==> src/rtl/median_pkg.sv <==
`default_nettype none
// ============================================================================
//  Module   : median_pkg
//  Purpose  : Shared widths, pipeline depth and FSM state encoding for the
//             nine-frame per-lane median reader.
//  Contents : DATA_W, LANE_W, ADDR_W, NUM_FRAMES, PIPE_LAT, state_t
//  Revision : 1.0  initial release
// ============================================================================
package median_pkg;

  localparam int DATA_W     = 64;
  localparam int LANE_W     = 16;
  localparam int ADDR_W     = 10;
  localparam int NUM_FRAMES = 9;
  // One RAM read cycle followed by three median register stages.
  localparam int PIPE_LAT   = 4;

  typedef enum logic [1:0] {
    IDLE  = 2'd0,
    READ  = 2'd1,
    DRAIN = 2'd2,
    FIN   = 2'd3
  } state_t;

endpackage
`default_nettype wire

==> src/rtl/median_frame_reader_if.sv <==
`default_nettype none
// ============================================================================
//  Module   : median_frame_reader_if
//  Purpose  : Control and output-stream bundle of median_frame_reader.
//  Signals  : start, frame_len          - frame request (master -> slave)
//             busy, done, err_nofill    - status (slave -> master)
//             out_valid, out_data,
//             out_last                  - median word stream (slave -> master)
//  Modports : master (requester / sink), slave (the reader)
//  Revision : 1.0  initial release
// ============================================================================
interface median_frame_reader_if #(
  parameter int DATA_W = median_pkg::DATA_W,
  parameter int ADDR_W = median_pkg::ADDR_W
);

  logic              start;
  logic [ADDR_W-1:0] frame_len;
  logic              busy;
  logic              done;
  logic              err_nofill;
  logic              out_valid;
  logic [DATA_W-1:0] out_data;
  logic              out_last;

  modport master (
    output start, frame_len,
    input  busy, done, err_nofill, out_valid, out_data, out_last
  );

  modport slave (
    input  start, frame_len,
    output busy, done, err_nofill, out_valid, out_data, out_last
  );

endinterface
`default_nettype wire

==> src/rtl/med9_lane.sv <==
`default_nettype none
// ============================================================================
//  Module   : med9_lane
//  Purpose  : Signed median of nine LANE_W samples using the classic
//             19 compare-exchange network, split over three register stages
//             (9 / 6 / 4 compare-exchanges).
//  Ports    : clk, rst  - clock, synchronous active-high reset
//             din       - nine samples, sample k at [k*LANE_W +: LANE_W]
//             med       - registered median, three cycles after din
//  Revision : 1.0  initial release
// ============================================================================
module med9_lane
  import median_pkg::*;
#(
  parameter int LANE_W = median_pkg::LANE_W
) (
  input  logic                         clk,
  input  logic                         rst,
  input  logic [NUM_FRAMES*LANE_W-1:0] din,
  output logic [LANE_W-1:0]            med
);

  typedef logic signed [LANE_W-1:0] samp_t;

  // Compare-exchange: returns {larger, smaller}.
  function automatic logic [2*LANE_W-1:0] cx(input samp_t a, input samp_t b);
    return (a > b) ? {a, b} : {b, a};
  endfunction

  samp_t w_p1 [NUM_FRAMES];
  samp_t r_s1 [NUM_FRAMES];
  samp_t w_p2 [NUM_FRAMES];
  samp_t r_s2_2, r_s2_4, r_s2_6, r_s2_7;
  samp_t w_q2, w_q4, w_q6, w_q7;
  samp_t r_med;

  // Stage 1: sort each row of three.
  always_comb begin
    for (int k = 0; k < NUM_FRAMES; k++) begin
      w_p1[k] = samp_t'(din[k*LANE_W +: LANE_W]);
    end
    {w_p1[2], w_p1[1]} = cx(w_p1[1], w_p1[2]);
    {w_p1[5], w_p1[4]} = cx(w_p1[4], w_p1[5]);
    {w_p1[8], w_p1[7]} = cx(w_p1[7], w_p1[8]);
    {w_p1[1], w_p1[0]} = cx(w_p1[0], w_p1[1]);
    {w_p1[4], w_p1[3]} = cx(w_p1[3], w_p1[4]);
    {w_p1[7], w_p1[6]} = cx(w_p1[6], w_p1[7]);
    {w_p1[2], w_p1[1]} = cx(w_p1[1], w_p1[2]);
    {w_p1[5], w_p1[4]} = cx(w_p1[4], w_p1[5]);
    {w_p1[8], w_p1[7]} = cx(w_p1[7], w_p1[8]);
  end

  // Stage 2: column ordering; only candidates 2,4,6,7 survive.
  always_comb begin
    for (int k = 0; k < NUM_FRAMES; k++) begin
      w_p2[k] = r_s1[k];
    end
    {w_p2[3], w_p2[0]} = cx(w_p2[0], w_p2[3]);
    {w_p2[8], w_p2[5]} = cx(w_p2[5], w_p2[8]);
    {w_p2[7], w_p2[4]} = cx(w_p2[4], w_p2[7]);
    {w_p2[6], w_p2[3]} = cx(w_p2[3], w_p2[6]);
    {w_p2[4], w_p2[1]} = cx(w_p2[1], w_p2[4]);
    {w_p2[5], w_p2[2]} = cx(w_p2[2], w_p2[5]);
  end

  // Stage 3: diagonal resolution; position 4 ends up holding the median.
  always_comb begin
    w_q2 = r_s2_2;
    w_q4 = r_s2_4;
    w_q6 = r_s2_6;
    w_q7 = r_s2_7;
    {w_q7, w_q4} = cx(w_q4, w_q7);
    {w_q2, w_q4} = cx(w_q4, w_q2);
    {w_q4, w_q6} = cx(w_q6, w_q4);
    {w_q2, w_q4} = cx(w_q4, w_q2);
  end

  always_ff @(posedge clk) begin
    if (rst) begin
      for (int k = 0; k < NUM_FRAMES; k++) begin
        r_s1[k] <= '0;
      end
      r_s2_2 <= '0;
      r_s2_4 <= '0;
      r_s2_6 <= '0;
      r_s2_7 <= '0;
      r_med  <= '0;
    end else begin
      for (int k = 0; k < NUM_FRAMES; k++) begin
        r_s1[k] <= w_p1[k];
      end
      r_s2_2 <= w_p2[2];
      r_s2_4 <= w_p2[4];
      r_s2_6 <= w_p2[6];
      r_s2_7 <= w_p2[7];
      r_med  <= w_q4;
    end
  end

  assign med = r_med;

endmodule
`default_nettype wire

==> src/rtl/median_frame_reader.sv <==
`default_nettype none
// ============================================================================
//  Module   : median_frame_reader
//  Purpose  : Reads one frame from nine frame RAMs in lock-step and emits the
//             per-lane signed median of the nine words at fixed latency.
//  Ports    : clk, rst            - clock, synchronous active-high reset
//             fsm_n               - writer slot currently being written
//             rd_addr             - shared read address to all nine RAMs
//             rd_data_1..9        - RAM read data, one cycle after rd_addr
//             bus (slave)         - start/frame_len in; busy/done/err_nofill
//                                   and the out_valid/out_data/out_last stream
//  Revision : 1.0  initial release
// ============================================================================
module median_frame_reader
  import median_pkg::*;
#(
  parameter int DATA_W = median_pkg::DATA_W,
  parameter int LANE_W = median_pkg::LANE_W,
  parameter int ADDR_W = median_pkg::ADDR_W
) (
  input  logic                  clk,
  input  logic                  rst,
  input  logic [3:0]            fsm_n,
  output logic [ADDR_W-1:0]     rd_addr,
  input  logic [DATA_W-1:0]     rd_data_1,
  input  logic [DATA_W-1:0]     rd_data_2,
  input  logic [DATA_W-1:0]     rd_data_3,
  input  logic [DATA_W-1:0]     rd_data_4,
  input  logic [DATA_W-1:0]     rd_data_5,
  input  logic [DATA_W-1:0]     rd_data_6,
  input  logic [DATA_W-1:0]     rd_data_7,
  input  logic [DATA_W-1:0]     rd_data_8,
  input  logic [DATA_W-1:0]     rd_data_9,
  median_frame_reader_if.slave  bus
);

  localparam int c_num_lanes = DATA_W / LANE_W;

  state_t                  r_state;
  logic [ADDR_W-1:0]       r_addr;
  logic [ADDR_W-1:0]       r_last_addr;
  logic                    r_busy;
  logic                    r_done;
  logic                    r_err;
  logic [3:0]              r_fsm_prev;
  logic [NUM_FRAMES-1:0]   r_fill;
  logic [PIPE_LAT-1:0]     r_vld;
  logic [PIPE_LAT-1:0]     r_lst;
  logic                    w_filled;
  logic                    w_issue;
  logic                    w_issue_last;
  logic [DATA_W-1:0]       w_med;

  // Slot fill tracking: a slot counts once the writer has moved onto it.
  always_ff @(posedge clk) begin
    if (rst) begin
      r_fsm_prev <= '0;
      r_fill     <= '0;
    end else begin
      r_fsm_prev <= fsm_n;
      if ((fsm_n != r_fsm_prev) && (fsm_n != 4'd0) && (fsm_n <= 4'(NUM_FRAMES))) begin
        r_fill <= r_fill | (NUM_FRAMES'(1) << (fsm_n - 4'd1));
      end
    end
  end

  assign w_filled = &r_fill;

  // Frame sequencer. Frame length is held as its last address so the
  // 2^ADDR_W-1 word case never needs an address beyond the RAM range.
  always_ff @(posedge clk) begin
    if (rst) begin
      r_state     <= IDLE;
      r_addr      <= '0;
      r_last_addr <= '0;
      r_busy      <= 1'b0;
      r_done      <= 1'b0;
      r_err       <= 1'b0;
    end else begin
      r_done <= 1'b0;
      r_err  <= 1'b0;
      case (r_state)
        IDLE: begin
          if (bus.start) begin
            if (!w_filled) begin
              r_err <= 1'b1;
            end else if (bus.frame_len == '0) begin
              r_state <= FIN;
              r_busy  <= 1'b1;
              r_done  <= 1'b1;
            end else begin
              r_last_addr <= bus.frame_len - 1'b1;
              r_addr      <= '0;
              r_state     <= READ;
              r_busy      <= 1'b1;
            end
          end
        end
        READ: begin
          if (r_addr == r_last_addr) begin
            r_state <= DRAIN;
          end else begin
            r_addr <= r_addr + 1'b1;
          end
        end
        DRAIN: begin
          // Leave once the final word is on the output.
          if (r_vld[PIPE_LAT-1] && r_lst[PIPE_LAT-1]) begin
            r_state <= FIN;
            r_done  <= 1'b1;
          end
        end
        FIN: begin
          r_state <= IDLE;
          r_busy  <= 1'b0;
        end
        default: begin
          r_state <= IDLE;
          r_busy  <= 1'b0;
        end
      endcase
    end
  end

  // Valid/last travel alongside the data: one RAM cycle plus three stages.
  assign w_issue      = (r_state == READ);
  assign w_issue_last = w_issue && (r_addr == r_last_addr);

  always_ff @(posedge clk) begin
    if (rst) begin
      r_vld <= '0;
      r_lst <= '0;
    end else begin
      r_vld <= {r_vld[PIPE_LAT-2:0], w_issue};
      r_lst <= {r_lst[PIPE_LAT-2:0], w_issue_last};
    end
  end

  for (genvar gi = 0; gi < c_num_lanes; gi++) begin : g_lane
    med9_lane #(
      .LANE_W (LANE_W)
    ) u_med9 (
      .clk (clk),
      .rst (rst),
      .din ({rd_data_9[gi*LANE_W +: LANE_W], rd_data_8[gi*LANE_W +: LANE_W],
             rd_data_7[gi*LANE_W +: LANE_W], rd_data_6[gi*LANE_W +: LANE_W],
             rd_data_5[gi*LANE_W +: LANE_W], rd_data_4[gi*LANE_W +: LANE_W],
             rd_data_3[gi*LANE_W +: LANE_W], rd_data_2[gi*LANE_W +: LANE_W],
             rd_data_1[gi*LANE_W +: LANE_W]}),
      .med (w_med[gi*LANE_W +: LANE_W])
    );
  end

  assign rd_addr        = r_addr;
  assign bus.out_valid  = r_vld[PIPE_LAT-1];
  assign bus.out_last   = r_lst[PIPE_LAT-1];
  assign bus.out_data   = w_med;
  assign bus.busy       = r_busy;
  assign bus.done       = r_done;
  assign bus.err_nofill = r_err;

endmodule
`default_nettype wire

==> src/flat_wrapper.sv <==
// flat-port wrapper written by rule: the top's interface ports become plain ports
module median_frame_reader_flat import median_pkg::*;
#(
  parameter int DATA_W = median_pkg::DATA_W,
  parameter int LANE_W = median_pkg::LANE_W,
  parameter int ADDR_W = median_pkg::ADDR_W
)
  (clk, rst, fsm_n, rd_addr, rd_data_1, rd_data_2, rd_data_3, rd_data_4, rd_data_5, rd_data_6, rd_data_7, rd_data_8, rd_data_9, bus_start, bus_frame_len, bus_busy, bus_done, bus_err_nofill, bus_out_valid, bus_out_data, bus_out_last);
  median_frame_reader_if #(.DATA_W(DATA_W), .ADDR_W(ADDR_W)) bus_i ();
  input  logic clk;
  input  logic rst;
  input  logic [3:0] fsm_n;
  output logic [ADDR_W-1:0] rd_addr;
  input  logic [DATA_W-1:0] rd_data_1;
  input  logic [DATA_W-1:0] rd_data_2;
  input  logic [DATA_W-1:0] rd_data_3;
  input  logic [DATA_W-1:0] rd_data_4;
  input  logic [DATA_W-1:0] rd_data_5;
  input  logic [DATA_W-1:0] rd_data_6;
  input  logic [DATA_W-1:0] rd_data_7;
  input  logic [DATA_W-1:0] rd_data_8;
  input  logic [DATA_W-1:0] rd_data_9;
  input wire logic [$bits(bus_i.start)-1:0] bus_start;
  input wire logic [$bits(bus_i.frame_len)-1:0] bus_frame_len;
  output wire logic [$bits(bus_i.busy)-1:0] bus_busy;
  output wire logic [$bits(bus_i.done)-1:0] bus_done;
  output wire logic [$bits(bus_i.err_nofill)-1:0] bus_err_nofill;
  output wire logic [$bits(bus_i.out_valid)-1:0] bus_out_valid;
  output wire logic [$bits(bus_i.out_data)-1:0] bus_out_data;
  output wire logic [$bits(bus_i.out_last)-1:0] bus_out_last;
  assign bus_i.start = bus_start;
  assign bus_i.frame_len = bus_frame_len;
  assign bus_busy = bus_i.busy;
  assign bus_done = bus_i.done;
  assign bus_err_nofill = bus_i.err_nofill;
  assign bus_out_valid = bus_i.out_valid;
  assign bus_out_data = bus_i.out_data;
  assign bus_out_last = bus_i.out_last;
  median_frame_reader #(.DATA_W(DATA_W), .LANE_W(LANE_W), .ADDR_W(ADDR_W)) u_core (.clk(clk), .rst(rst), .fsm_n(fsm_n), .rd_addr(rd_addr), .rd_data_1(rd_data_1), .rd_data_2(rd_data_2), .rd_data_3(rd_data_3), .rd_data_4(rd_data_4), .rd_data_5(rd_data_5), .rd_data_6(rd_data_6), .rd_data_7(rd_data_7), .rd_data_8(rd_data_8), .rd_data_9(rd_data_9), .bus(bus_i));
endmodule
==> config.mk <==
export PLATFORM = sky130hd
export DESIGN_NAME = median_frame_reader_flat
export DESIGN_NICKNAME = d
export VERILOG_FILES = /design/src/rtl/median_pkg.sv /design/src/rtl/median_frame_reader_if.sv /design/src/rtl/med9_lane.sv /design/src/rtl/median_frame_reader.sv /design/src/flat_wrapper.sv
export SDC_FILE = /design/constraint.sdc
export NUM_CORES = 2
export LEC_CHECK = 0
export ABC_AREA = 1
export CAP_MARGIN = 20
export CORE_UTILIZATION = 55
export DETAILED_ROUTE_END_ITERATION = 12
export DONT_BUFFER_PORTS = 1
export PLACE_DENSITY = 0.77
export REMOVE_ABC_BUFFERS = 1
export SKIP_CTS_REPAIR_TIMING = 1
export SYNTH_ARGS = -nofsm -noshare
export SYNTH_HDL_FRONTEND = slang
export SYNTH_SLANG_ARGS = --single-unit
==> constraint.sdc <==
create_clock -name clk -period 7.05 [get_ports clk]
set_clock_uncertainty 0.2 [all_clocks]
set_input_delay 1.41 -clock clk [delete_from_list [all_inputs] [get_ports clk]]
set_output_delay 1.41 -clock clk [all_outputs]
set_load 0.05 [all_outputs]
Yosys cells after proc, flatten, opt, wreduce, memory -nomap -nowiden
Memories as Yosys holds them, arrays and structs flattened.
Index checks and enable logic that the tools add are counted.
W data, S select, Z words.
{"block": "classes", "reduce_logical": 15, "addsub": 3, "mux": 135, "n_shift": 1, "n_bitwise": 40, "order_cmp": 77, "n_eq_ne": 11}
{"op": "$mux W32", "n": 60}
{"op": "$gt A16 B16 Y1", "n": 76}
{"op": "$mux W16", "n": 52}
{"op": "$mux W10", "n": 4}
{"op": "$or A1 B1 Y1", "n": 36}
{"op": "$pmux W10 S2", "n": 1}
{"op": "$reduce_and A12 Y1", "n": 1}
{"op": "$add A10 B1 Y10 const B", "n": 1}
{"op": "$eq A10 B10 Y1", "n": 1}
{"op": "$logic_not A10 Y1", "n": 1}
{"op": "$mux W1", "n": 10}
{"op": "$mux W2", "n": 5}
{"op": "$sub A10 B1 Y10 const B", "n": 1}
{"op": "$or A9 B9 Y9", "n": 1}
{"op": "$reduce_and A9 Y1", "n": 1}
{"op": "$shl A1 B4 Y9 const A", "n": 1}
{"op": "$ne A2 B2 Y1 const B", "n": 4}
{"op": "$pmux W2 S4", "n": 1}
{"op": "$reduce_and A5 Y1", "n": 1}
{"op": "$eq A2 B2 Y1 const B", "n": 2}
{"op": "$le A4 B4 Y1 const B", "n": 1}
{"op": "$logic_and A1 B1 Y1", "n": 4}
{"op": "$ne A2 B1 Y1 const B", "n": 2}
{"op": "$ne A4 B4 Y1", "n": 1}
{"op": "10 further kinds", "n": 14}
{"block": "totals", "ramBits": 576, "memories": 4, "wordCells": 316, "register_bits": 366, "input_bits": 593}
{"name": "u_core.g_lane[0].u_med9.r_s1", "words": 9, "word_bits": 16, "read_ports": 9, "rd_ports_with_merged_regs": 0, "write_ports": 9, "line_no": "med9_lane.sv:31", "rtl": "samp_t r_s1 [NUM_FRAMES];"}
{"name": "u_core.g_lane[1].u_med9.r_s1", "words": 9, "word_bits": 16, "read_ports": 9, "rd_ports_with_merged_regs": 0, "write_ports": 9, "line_no": "med9_lane.sv:31"}
{"name": "u_core.g_lane[2].u_med9.r_s1", "words": 9, "word_bits": 16, "read_ports": 9, "rd_ports_with_merged_regs": 0, "write_ports": 9, "line_no": "med9_lane.sv:31"}
{"name": "u_core.g_lane[3].u_med9.r_s1", "words": 9, "word_bits": 16, "read_ports": 9, "rd_ports_with_merged_regs": 0, "write_ports": 9, "line_no": "med9_lane.sv:31"}

Logic depth before layout (Yosys ltp)
{"block": "depth", "depth_word": 8, "depth_mapped": 64}

Modules after synthesis
From an unflattened synthesis, not the netlist that was laid out.
{"block": "unflattened", "hier_cells": 11591, "hier_area_um2": 77804.6}
{"mod": "med9_lane (u_core.g_lane[1].u_med9 ...)", "seq_area_each_um2": 4484.3, "n_inst": 2, "area_each_um2": 18818.0, "cells_each": 2792}
{"mod": "med9_lane (u_core.g_lane[3].u_med9)", "seq_area_each_um2": 4484.3, "n_inst": 1, "area_each_um2": 18913.1, "cells_each": 2852}
{"mod": "med9_lane (u_core.g_lane[0].u_med9)", "seq_area_each_um2": 4484.3, "n_inst": 1, "area_each_um2": 18776.8, "cells_each": 2813}
{"mod": "median_frame_reader", "seq_area_each_um2": 920.9, "n_inst": 1, "area_each_um2": 2478.6, "cells_each": 342}

Worst setup path before layout
OpenSTA, ideal clock, no wires.
{"block": "synth_timing", "kind": "input-to-reg", "startpoint": "in rd_data_6[49]", "endpoint": "mem u_core.g_lane[3].u_med9.r_s1[0][76] (netlist name)", "stages": 38, "setup_slack_ns": -0.218, "setup_time_ns": 0.057, "arrival_time_ns": 7.011, "path_buffers": 3, "path_cell_list": "inv_1 ha_1 inv_1 nor2_1 nor2_1 o21a_1 o221ai_1 nand2_1 o2111ai_1 xnor2_1 nand2_1 clkbuf_1 o21ai_0 inv_1 ha_1 a21o_1 a31oi_1 o21a_1 (+2 left out) o211a_1 nor2_1 o41ai_2 clkbuf_1 nand2_1 o21ai_0 ha_1 a21o_1 a31oi_1 o211ai_1 a211o_1 a2111oi_0 nor2_1 inv_1 clkbuf_1 o21ai_0 o21bai_1 inv_1"}
{"item": "from (decl)", "line_no": "flat_wrapper.sv:19", "rtl": "input logic [DATA_W-1:0] rd_data_6;"}
{"item": "to (decl)", "line_no": "med9_lane.sv:31"}

Worst setup path in the final report
{"block": "layout_timing", "startpoint": "reg u_core.g_lane[1].u_med9.r_s2_7[15]", "endpoint": "reg u_core.g_lane[1].u_med9.r_med[6]"}
{"block": "layout_between", "elab_chain_cells": 8}
{"item": "from (decl)", "line_no": "med9_lane.sv:33", "rtl": "samp_t r_s2_2, r_s2_4, r_s2_6, r_s2_7;"}
{"item": "from (signal assigned)", "line_no": "med9_lane.sv:95", "rtl": "r_s2_7 <= w_p2[7];"}
{"item": "$gt A16 B16 Y1", "line_no": "med9_lane.sv:27", "rtl": "return (a > b) ? {a, b} : {b, a};"}
{"item": "$mux W16 (*)", "line_no": "med9_lane.sv:27"}
{"item": "$gt A16 B16 Y1", "line_no": "med9_lane.sv:27"}
{"item": "$mux W32 (*)", "line_no": "med9_lane.sv:27"}
{"item": "$gt A16 B16 Y1", "line_no": "med9_lane.sv:27"}
{"item": "$mux W32", "line_no": "med9_lane.sv:27"}
{"item": "$gt A16 B16 Y1", "line_no": "med9_lane.sv:27"}
{"item": "$mux W16 (*)", "line_no": "med9_lane.sv:27"}
{"item": "to (signal assigned)", "line_no": "med9_lane.sv:96", "rtl": "r_med <= w_q4;"}
{"item": "to (decl)", "line_no": "med9_lane.sv:35", "rtl": "samp_t r_med;"}
Mark *: on every way between the ends. The rest lies on a longest branch, timed or not.
A chain may end at the register's enable or synchronous reset.

==> results.cfg <==
[run_status]
outcome = finished with violations
failed_checks = setup timing

[finish]
final_core_util_pct = 70.6
syn_to_final_growth_pct = 27.1
layout-drive-gt1-share_pct = 19.5
finalNetCount = 14300

[place]
place_congestion = 1.04
dp_hpwl_um = 219000
portBuffers = 0

[global_routing]
grt_pass1_wl_um = 399000
antenna_found_initial = 27
grt.busiest_layer = met2
grt_util_met1_pct = 43.3
grt_max_degree = 305
grt-ovfl-total = 0
grt_pass1_vias = 74800
met3_usage_pct = 5.78
grtUsageTotal_pct = 35.7
use_met2_pct = 60.2

[yosys]
syn-cell-area_um2 = 76500
synth_edf_count = 0
syn_area_per_cell_um2 = 6.68
yosysMostFrequentCell = inv_1
yosysUniqueCellTypes = 68
synthTopCellsByCount = inv_1, nand2_1, o21ai_0
synthFlopType = dfxtp_1
seq_area_frac_synth_pct = 24.6
synth_warnings = 0
yosys.area.top_type = dfxtp_1
ys_ff_latch = 942
synthArstFlopShare_pct = 0
synth_top_area_share_pct = 24.6
synthCells = 11500
synthTopCellsByArea = dfxtp_1, ha_1, inv_1, nand2_1, o21ai_0

[timing]
finalHoldViolCount = 0
rsz0062_at_grt = true
min_period_ns = 7.34
tightest_slew_ns = 1.07
post-route-period-util_pct = 104
max-slew-margin-rel_pct = 28.1
setup_violations = 65
finalMaxSlewViolations = 0
fmax_ghz = 0.136
worst_slack_ns = -0.291

[critical_path]
cp.arrival_ns = 7.76
cpMostUsedCell = nand2_1
cp.required_ns = 7.47
slowest_delay_ns = 0.36
crit_fanout = 7
cp_slowest_cell = a2111oi_2
worst_setup_path_end_kind = flip-flop
start_kind = flip-flop
critical_path_class = reg2reg

[detailed_routing]
firstDrtPassIters = 12
first_iter_violations = 7269
vias = 82100
detail_route.vias_per_cell = 5.72
drc = 0
drt-total-wl_um = 281000
ant_nets = 0
wl_per_cell_um = 19.6

[die]
die_h_um = 375
fp.dieW_um = 375
pin_count = 672
rows = 136
core_area_um2 = 138000
start_util_pct = 55.6
dieArea_um2 = 141000

[cts]
cts-root-buf = clkbuf_16
clk_pin_slew_ns = 0.06
cts_tree = done
clkSinkCount = 942
clk_latency_ns = 0.72
clockBufferDepth = 3
numCtsBuffers = 104
htree_levels = 3

[min_path]
hp-class = reg2reg

[run]
drv_cap = 0
==> placed cells by master, fill, tap and decap left out, types with 172 or more instances in the layout <==
cell type / count
a21oi_1: 977
buf_4: 1169
dfxtp_1: 911
ha_1: 1091
inv_1: 2330
nand2_1: 1886
nand3_1: 192
nand4_1: 172
nor2_1: 439
o211ai_1: 265
o21ai_0: 1158
==> path summary, 6_finish.rpt <==
check,startpoint,slack (ns),end,depth (start not counted)
hold / removal,u_core.r_lst[2]$_SDFF_PP0_,0.21,u_core.r_lst[3]$_SDFF_PP0_,2
setup reg to reg,u_core.g_lane[1].u_med9.r_s2_7[15]$_SDFF_PP0_,-0.29,u_core.g_lane[1].u_med9.med[6]$_SDFF_PP0_,49
setup / recovery,u_core.g_lane[1].u_med9.r_s2_7[15]$_SDFF_PP0_,-0.29,u_core.g_lane[1].u_med9.med[6]$_SDFF_PP0_,49
hold reg to reg,u_core.r_lst[2]$_SDFF_PP0_,0.21,u_core.r_lst[3]$_SDFF_PP0_,2
==> per-layer routing <==
layer  part of all wire (%)  vias to the layer above
met5                  0.037                        -
met4                    6.6                       12
met3                    8.5                      910
met2                     46                     3655
met1                     39                    37800
li1                       -                    39700
==> final cells by class <==
cell class	instances	area (um2)
antenna	17	42.5
tap	1794	2240
inverter	2417	9120
clock inverter	72	942
timing repair inverter	1	5.00
fill	11000	40400
multi-input combinational	7636	51600
timing repair buffer	1348	11600
clock buffer	122	2800
sequential	942	18900
==> worst max-delay path: cells and delay by family, from the launching register on <==
| family | cells | cell delay, ns |
|---|---|---|
| and+or+nand+nor | 23 | 2.17 |
| DFF | 1 | 0.31 |
| adders and majority gates | 4 | 1.15 |
| buffers and inverters | 10 | 1.23 |
| AOI/OAI and AO/OA | 12 | 2.15 |
==> through the flow <==
step	TNS [ns]	cell area, um2	cells	setup WS, ns	hold WS (ns)
2_1_floorplan	-1128.80	74600	11000	-5.72	0.188
3_3_place_gp	-134.17	86500	14000	-0.946	0.190
3_5_place_dp	-209.74	86600	14000	-1.08	0.198
4_1_cts	-41.17	90300	14200	-0.915	0.206
5_1_grt	-39.17	97200	14300	-0.605	0.214
6_report	-9.60	97200	14300	-0.291	0.206
==> cell families (layout without fill, tap and decap cells) <==
family / count (synthesis) / count (layout) / share of synthesized area, %
other: 0 / 17 / 0
AO/OA/AOI/OAI: 3218 / 3219 / 23.5
flip-flops: 942 / 942 / 24.6
XOR/XNOR: 29 / 29 / 0.332
buffers and inverters: 2887 / 3960 / 14.3
AND/OR/NAND/NOR: 3162 / 3168 / 17.3
adder cells (fa/ha/maj): 1220 / 1220 / 20.0
==> flip-flops by register name, indices dropped and copies added (netlist names) <==
name                         cells
u_core.bus.busy                  1
u_core.bus.done                  1
u_core.bus.err_nofill            1
u_core.g_lane.u_med9.med        64
u_core.g_lane.u_med9.r_s1      576
u_core.g_lane.u_med9.r_s2_2     64
u_core.g_lane.u_med9.r_s2_4     64
u_core.g_lane.u_med9.r_s2_6     64
u_core.g_lane.u_med9.r_s2_7     64
u_core.r_fill                    9
u_core.r_fsm_prev                4
u_core.r_last_addr              10
u_core.r_lst                     4
u_core.r_state                   2
u_core.r_vld                     4
u_core.rd_addr                  10
Power is not shown: default switching activity piles up to over one toggle a cycle in this logic, so the estimate is an artifact.
